==> config.mk <==
export PLATFORM = sky130hd
export DESIGN_NAME = hilo_muldiv_ctrl_flat
export DESIGN_NICKNAME = d
export VERILOG_FILES = /design/src/rtl/hilo_muldiv_ctrl_pkg.sv /design/src/rtl/hilo_muldiv_ctrl_if.sv /design/src/rtl/hilo_muldiv_ctrl_step.sv /design/src/rtl/hilo_muldiv_ctrl.sv /design/src/flat_wrapper.sv
export SDC_FILE = /design/constraint.sdc
export NUM_CORES = 1
export LEC_CHECK = 0
export CORE_ASPECT_RATIO = 1.5
export CORE_MARGIN = 1
export CORE_UTILIZATION = 40
export CTS_CLUSTER_SIZE = 24
export DETAILED_ROUTE_END_ITERATION = 10
export GPL_ROUTABILITY_DRIVEN = 0
export PLACE_DENSITY = 0.69
export SLEW_MARGIN = 20
export SYNTH_ARGS = -nofsm -noshare
export SYNTH_HDL_FRONTEND = slang
export SYNTH_SLANG_ARGS = --single-unit
==> constraint.sdc <==
create_clock -name clk -period 3.2 [get_ports clk]
set_input_delay 0.8 -clock clk [delete_from_list [all_inputs] [get_ports clk]]
set_output_delay 0.8 -clock clk [all_outputs]
set_load 0.01 [all_outputs]
==> src/rtl/hilo_muldiv_ctrl_pkg.sv <==
// muldiv_pkg: op and state encodings plus the default datapath width shared by the HI/LO mul/div sequencer.
package muldiv_pkg;
   localparam int WIDTH_DEF = 32;
   localparam logic [1:0] OP_MULTU = 2'b00;
   localparam logic [1:0] OP_MULT  = 2'b01;
   localparam logic [1:0] OP_DIVU  = 2'b10;
   localparam logic [1:0] OP_DIV   = 2'b11;
   localparam logic [1:0] ST_IDLE  = 2'b00;
   localparam logic [1:0] ST_RUN   = 2'b01;
   localparam logic [1:0] ST_FIX   = 2'b10;
endpackage

==> src/rtl/hilo_muldiv_ctrl_if.sv <==
// hilo_muldiv_ctrl_if: pipeline <-> HI/LO sequencer request/result bundle.
interface hilo_muldiv_ctrl_if import muldiv_pkg::*; #(
   parameter int WIDTH = WIDTH_DEF
);
   logic             start;
   logic [1:0]       op;
   logic [WIDTH-1:0] a;
   logic [WIDTH-1:0] b;
   logic             mf_req;
   logic             wr_hi;
   logic             wr_lo;
   logic [WIDTH-1:0] wd;
   logic             flush;
   logic [WIDTH-1:0] hi_q;
   logic [WIDTH-1:0] lo_q;
   logic             busy;
   logic             stall;
   logic             done;
   logic             div0;
   modport master (
      output start, op, a, b, mf_req, wr_hi, wr_lo, wd, flush,
      input  hi_q, lo_q, busy, stall, done, div0
   );
   modport slave (
      input  start, op, a, b, mf_req, wr_hi, wr_lo, wd, flush,
      output hi_q, lo_q, busy, stall, done, div0
   );
endinterface

==> src/rtl/hilo_muldiv_ctrl_step.sv <==
// muldiv_step: one combinational iteration, shift-add multiply or restoring shift-subtract divide on the 2*WIDTH accumulator.
module muldiv_step #(
   parameter int WIDTH = 32
) (
   input  logic               is_div,
   input  logic [2*WIDTH-1:0] acc,
   input  logic [WIDTH-1:0]   d,
   output logic [2*WIDTH-1:0] acc_nxt
);
   logic [WIDTH:0] sum;
   logic [WIDTH:0] r;
   logic [WIDTH:0] diff;
   always_comb begin
      sum     = {1'b0, acc[2*WIDTH-1:WIDTH]} + (acc[0] ? {1'b0, d} : '0);
      r       = {acc[2*WIDTH-1:WIDTH], acc[WIDTH-1]};
      diff    = r - {1'b0, d};
      // remainder stays below the divisor, so a non-borrowing difference fits in WIDTH bits
      acc_nxt = !is_div ? {sum, acc[WIDTH-1:1]}
              : diff[WIDTH] ? {r[WIDTH-1:0], acc[WIDTH-2:0], 1'b0}
              : {diff[WIDTH-1:0], acc[WIDTH-2:0], 1'b1};
   end
endmodule

==> src/rtl/hilo_muldiv_ctrl.sv <==
// hilo_muldiv_ctrl: iterative MULT/MULTU/DIV/DIVU sequencer owning HI/LO with pipeline stall.
// Define MULDIV_EARLY_OUT_EN to end multiplies once the remaining multiplier bits are zero.
module hilo_muldiv_ctrl import muldiv_pkg::*; #(
   parameter int WIDTH = WIDTH_DEF,
   parameter int CNT_W = 6
) (
   input logic               clk,
   input logic               rst,
   hilo_muldiv_ctrl_if.slave bus
);
   localparam int W2 = 2 * WIDTH;
   localparam logic [CNT_W-1:0] CNT_INIT = CNT_W'(WIDTH);
   logic [1:0]       state_q, state_d;
   logic [CNT_W-1:0] cnt_q, cnt_d;
   logic [W2-1:0]    acc_q, acc_d, acc_nxt, res, fix_val;
   logic [WIDTH-1:0] dvs_q, dvs_d, hi_q, hi_d, lo_q, lo_d;
   logic [WIDTH-1:0] a_mag, b_mag, q_fix, r_fix;
   logic             div_q, div_d, neg_q, neg_d, rneg_q, rneg_d, div0_q, div0_d;
   logic             is_div, is_sgn, a_sgn, b_sgn, skip, last, busy, done;

   muldiv_step #(.WIDTH(WIDTH)) u_step (
      .is_div (div_q),
      .acc    (acc_q),
      .d      (dvs_q),
      .acc_nxt(acc_nxt)
   );

   always_comb begin
      is_div  = bus.op == OP_DIVU || bus.op == OP_DIV;
      is_sgn  = bus.op == OP_MULT || bus.op == OP_DIV;
      a_sgn   = is_sgn & bus.a[WIDTH-1];
      b_sgn   = is_sgn & bus.b[WIDTH-1];
      a_mag   = a_sgn ? -bus.a : bus.a;
      b_mag   = b_sgn ? -bus.b : bus.b;
      busy    = state_q != ST_IDLE;
      done    = state_q == ST_FIX && !bus.flush;
`ifdef MULDIV_EARLY_OUT_EN
      // cnt_q keeps the unconsumed step count, which is exactly the realignment shift
      skip    = b_mag == '0;
      last    = cnt_q == CNT_W'(1) || (!div_q &&
                (acc_nxt[WIDTH-1:0] & ~({WIDTH{1'b1}} << (cnt_q - 1'b1))) == '0);
      res     = acc_q >> cnt_q;
`else
      skip    = is_div && bus.b == '0;
      last    = cnt_q == CNT_W'(1);
      res     = acc_q;
`endif
      q_fix   = neg_q ? -acc_q[WIDTH-1:0] : acc_q[WIDTH-1:0];
      r_fix   = rneg_q ? -acc_q[W2-1:WIDTH] : acc_q[W2-1:WIDTH];
      fix_val = div0_q ? acc_q : div_q ? {r_fix, q_fix} : neg_q ? -res : res;
      state_d = state_q;
      cnt_d   = cnt_q;
      acc_d   = acc_q;
      dvs_d   = dvs_q;
      hi_d    = hi_q;
      lo_d    = lo_q;
      div_d   = div_q;
      neg_d   = neg_q;
      rneg_d  = rneg_q;
      div0_d  = div0_q;
      if (state_q == ST_IDLE && bus.start) begin
         state_d = skip ? ST_FIX : ST_RUN;
         cnt_d   = CNT_INIT;
         div_d   = is_div;
         neg_d   = a_sgn ^ b_sgn;
         rneg_d  = a_sgn;
         div0_d  = is_div && bus.b == '0;
         dvs_d   = is_div ? b_mag : a_mag;
         acc_d   = div0_d ? {bus.a, {WIDTH{1'b1}}} : {{WIDTH{1'b0}}, is_div ? a_mag : b_mag};
      end else if (state_q == ST_IDLE) begin
         hi_d = bus.wr_hi ? bus.wd : hi_q;
         lo_d = bus.wr_lo ? bus.wd : lo_q;
      end else if (state_q == ST_RUN) begin
         acc_d   = acc_nxt;
         cnt_d   = cnt_q - 1'b1;
         state_d = last ? ST_FIX : ST_RUN;
      end else begin
         {hi_d, lo_d} = fix_val;
         state_d      = ST_IDLE;
      end
      if (busy && bus.flush) begin
         state_d = ST_IDLE;
         hi_d    = hi_q;
         lo_d    = lo_q;
      end
   end

   always_ff @(posedge clk) begin
      if (rst) begin
         state_q <= ST_IDLE;
         cnt_q   <= '0;
         acc_q   <= '0;
         dvs_q   <= '0;
         hi_q    <= '0;
         lo_q    <= '0;
         div_q   <= 1'b0;
         neg_q   <= 1'b0;
         rneg_q  <= 1'b0;
         div0_q  <= 1'b0;
      end else begin
         state_q <= state_d;
         cnt_q   <= cnt_d;
         acc_q   <= acc_d;
         dvs_q   <= dvs_d;
         hi_q    <= hi_d;
         lo_q    <= lo_d;
         div_q   <= div_d;
         neg_q   <= neg_d;
         rneg_q  <= rneg_d;
         div0_q  <= div0_d;
      end
   end

   assign bus.hi_q  = hi_q;
   assign bus.lo_q  = lo_q;
   assign bus.busy  = busy;
   assign bus.stall = busy & (bus.start | bus.mf_req | bus.wr_hi | bus.wr_lo);
   assign bus.done  = done;
   assign bus.div0  = done & div0_q;
endmodule

==> src/flat_wrapper.sv <==
// flat-port wrapper written by rule: the top's interface ports become plain ports
module hilo_muldiv_ctrl_flat import muldiv_pkg::*;
#(
   parameter int WIDTH = WIDTH_DEF,
   parameter int CNT_W = 6
)
  (clk, rst, bus_start, bus_op, bus_a, bus_b, bus_mf_req, bus_wr_hi, bus_wr_lo, bus_wd, bus_flush, bus_hi_q, bus_lo_q, bus_busy, bus_stall, bus_done, bus_div0);
  hilo_muldiv_ctrl_if #(.WIDTH(WIDTH)) bus_i ();
  input logic clk;
  input logic rst;
  input wire logic [$bits(bus_i.start)-1:0] bus_start;
  input wire logic [$bits(bus_i.op)-1:0] bus_op;
  input wire logic [$bits(bus_i.a)-1:0] bus_a;
  input wire logic [$bits(bus_i.b)-1:0] bus_b;
  input wire logic [$bits(bus_i.mf_req)-1:0] bus_mf_req;
  input wire logic [$bits(bus_i.wr_hi)-1:0] bus_wr_hi;
  input wire logic [$bits(bus_i.wr_lo)-1:0] bus_wr_lo;
  input wire logic [$bits(bus_i.wd)-1:0] bus_wd;
  input wire logic [$bits(bus_i.flush)-1:0] bus_flush;
  output wire logic [$bits(bus_i.hi_q)-1:0] bus_hi_q;
  output wire logic [$bits(bus_i.lo_q)-1:0] bus_lo_q;
  output wire logic [$bits(bus_i.busy)-1:0] bus_busy;
  output wire logic [$bits(bus_i.stall)-1:0] bus_stall;
  output wire logic [$bits(bus_i.done)-1:0] bus_done;
  output wire logic [$bits(bus_i.div0)-1:0] bus_div0;
  assign bus_i.start = bus_start;
  assign bus_i.op = bus_op;
  assign bus_i.a = bus_a;
  assign bus_i.b = bus_b;
  assign bus_i.mf_req = bus_mf_req;
  assign bus_i.wr_hi = bus_wr_hi;
  assign bus_i.wr_lo = bus_wr_lo;
  assign bus_i.wd = bus_wd;
  assign bus_i.flush = bus_flush;
  assign bus_hi_q = bus_i.hi_q;
  assign bus_lo_q = bus_i.lo_q;
  assign bus_busy = bus_i.busy;
  assign bus_stall = bus_i.stall;
  assign bus_done = bus_i.done;
  assign bus_div0 = bus_i.div0;
  hilo_muldiv_ctrl #(.WIDTH(WIDTH), .CNT_W(CNT_W)) u_core (.clk(clk), .rst(rst), .bus(bus_i));
endmodule
==> results.json <==
{
  "status": "finished with violations",
  "violations": "negative setup slack",
  "ys_seq_area_frac": 0.226,
  "rrSetupSlack_ns": -0.43,
  "cts-root-buf": "clkbuf_16",
  "row_count": 87,
  "syn_inst": 2137,
  "p_total_mw": 9.18,
  "synth_most_common_cell": "nor2_1",
  "critPathLaunchType": "flop",
  "fin_ws_ns": -0.435,
  "grt_use_total": 0.356,
  "drc": 0,
  "power.leakage_nw": 8.61,
  "ir_drop_v": 0.000435,
  "place_area_sq_um": 19800,
  "grt_antenna_before_repair": 2,
  "overflow": 0,
  "fin_crit_sh": 1.14,
  "fin_crit_ns": 3.63,
  "dp.cells": 3002,
  "hold_viol": 0,
  "synthArstFlopShare": 0,
  "holdPathEnd": "u_core.bus.hi_q[0]",
  "die_h_microns": 241,
  "hpwl_microns": 52000,
  "syn2layout_area_growth_pct": 40.3,
  "finalClockSkew_ns": 0.0106,
  "first_global_vias": 18200,
  "grt_max_degree": 139,
  "synth_top_area_frac": 0.226,
  "ant_nets": 0,
  "fin_util": 0.569,
  "syn_area_sq_um": 15200,
  "io_buffers": 172,
  "max_slew.worst_pin.slew_ns": 1.22,
  "tns_ns": -2.26,
  "path_max_fanout": 3,
  "power_density_nw_per_um2": 429,
  "cap_violations": 0,
  "drt-total-wl_microns": 71200,
  "avgSynthCellArea_sq_um": 7.13,
  "fin_nets": 2736,
  "cts.sinks": 172,
  "n_fill_cell": 3343,
  "first_pass_iters": 10,
  "insertion_delay_ns": 0.48,
  "timing.final.max_slew_violations": 0,
  "max_freq_mhz": 275,
  "core_sq_um": 37600,
  "arrival_ns": 4.05,
  "clk_pin_slew_ns": 0.07,
  "wl_per_cell_microns": 23.3,
  "ys_warn_count": 0,
  "setup_viol": 24,
  "grt_pass1_wl_microns": 104000,
  "synth_fp_nets": 2314,
  "fin_area_sq_um": 21400,
  "routed-via-count": 19100,
  "synth_edf_count": 0,
  "io_pins": 173,
  "synth_ff_type": "dfxtp_1",
  "reg2reg_to": "u_core.acc_q[44]",
  "reg2regPathDepth": 14,
  "yosysTopAreaCell": "dfxtp_1",
  "slew_headroom": 0.179,
  "worst_setup_path_end_kind": "flop",
  "initial_utilization": 0.406,
  "r2r_start": "u_core.dvs_q[3]",
  "hp-class": "flop to flop",
  "critical_path_required_ns": 3.61,
  "crit_type": "flop to flop",
  "htreeDepth": 4,
  "drive_gt1_frac": 0.227,
  "synth.area.top_cells": "dfxtp_1 23%, a21oi_1 8.5%, nor2_1 6.5%, xnor2_1 6.1%, ha_1 5.7%",
  "tritoncts": "yes",
  "fin_cells": 3061,
  "ys_seq_elements": 172,
  "die_width_microns": 161,
  "cts_inserted_buffers": 17,
  "hold_depth": 2,
  "drtIter0Drc": 2297,
  "rsz0062_at_grt": "true",
  "cts_hold_buffers": 0,
  "die_area_sq_um": 38900,
  "viasPerCell": 6.24,
  "antenna_cells": 0,
  "ys_types": 88,
  "synth_common_cells": "262 x nor2_1, 259 x a21oi_1, 218 x nand2_1, 172 x dfxtp_1, 172 x o21ai_0",
  "worstHoldStart": "u_core.bus.hi_q[0]",
  "cts_buffer_depth": 2
}
==> critical path, cell delays in order, from the launching register on <==
cell and delay, ns:
dfxtp_1 0.32, inv_1 0.17, nor2_1 0.09, ha_1 0.29, buf_4 0.12, o211ai_1 0.08
o21bai_1 0.26, buf_4 0.18, o21ai_0 0.11, o21ai_1 0.23, nand3_1 0.10, and2_1 0.18
xor2_1 0.14, o21ai_0 0.93, o221a_2 0.37
==> repair_timing <==
| item | 4_1_cts | 5_1_grt |
|---|---|---|
| setup endpoints to repair | 42 | 64 |
| pin swaps | 34 | 56 |
| cloned | 0 | 1 |
| resized for setup | 95 | 115 |
| buffers inserted | 18 | 13 |
==> stage by stage <==
step                      worst slack, ns  hold slack (ns)
final                              -0.435            0.455
after global routing               -0.530            0.473
after CTS                          -0.226            0.454
after detailed placement           -0.732            0.445
after global placement             -0.696            0.440
after floorplan                    -0.158            0.432
==> layout make-up <==
class / instances / area, sq um / area share
clock buffers: 21 / 470 / 0.0220
clock inverters: 11 / 109 / 0.00509
inverters: 73 / 294 / 0.0138
multi-input cells: 1745 / 11700 / 0.549
flip-flops and latches: 172 / 3460 / 0.162
well taps: 489 / 612 / 0.0286
repair buffers: 550 / 4700 / 0.220
==> routing by layer <==
metal	track usage	up-vias	share of wire
li1	-	8594	-
met1	0.375	8836	0.34
met2	0.589	1264	0.46
met3	0.0883	406	0.095
met4	0.325	0	0.10
met5	0	-	0
==> power by group <==
group	switching (mW)	internal (mW)	leakage [nW]
Combinational	2.52	2.06	6.92
Sequential	0.152	2.31	1.42
Clock	0.990	1.14	0.273
==> placed cells by master (no fill, tap or decap), types with 18 or more instances in the layout <==
cell type and count:
dfxtp_1 163, or3_1 22, nor3_1 56, mux2i_1 55, a21oi_1 235, o21ai_0 162
xor2_1 63, xnor2_1 104, a211oi_1 45, clkdlybuf4s50_1 159, ha_1 58, a21oi_2 22
nand3_1 22, inv_1 61, o211ai_1 26, nand2_1 214, nor4_1 19, a221oi_1 45
buf_4 359, nor2_1 255, clkbuf_16 18, a21o_1 27
==> logic make-up (layout without fill, tap and decap cells) <==
kind of cell             after synthesis  in the layout  synth area share
flip-flops                           172            172             0.226
XOR/XNOR                             173            173             0.100
buffers and inverters                220            655            0.0552
adder cells (fa/ha/maj)               72             72            0.0601
AND/OR/NAND/NOR                      708            708             0.215
AO/OA/AOI/OAI                        725            725             0.298
multiplexers                          67             67            0.0450
==> worst max-delay path by stage <==
stage / startpoint / endpoint / slack [ns] / depth (start not counted)
floorplan: bus_b[2] / u_core.acc_q[27] / -0.16 / 9
global placement: bus_b[2] / u_core.acc_q[31] / -0.70 / 10
detailed placement: bus_b[2] / u_core.acc_q[29] / -0.73 / 11
CTS: bus_b[5] / u_core.dvs_q[29] / -0.23 / 12
global route: u_core.dvs_q[3] / u_core.acc_q[44] / -0.53 / 14
finish: u_core.dvs_q[3] / u_core.acc_q[44] / -0.43 / 14
==> state kept, by name, indices dropped and copies added, names as in the netlist <==
name and flops:
u_core.div0_q 1, u_core.div_q 1, u_core.cnt_q 6, u_core.state_q 2, u_core.neg_q 1, u_core.bus.hi_q 32
u_core.bus.lo_q 32, u_core.dvs_q 32, u_core.rneg_q 1, u_core.acc_q 64
(Power assumes the default switching activity.)
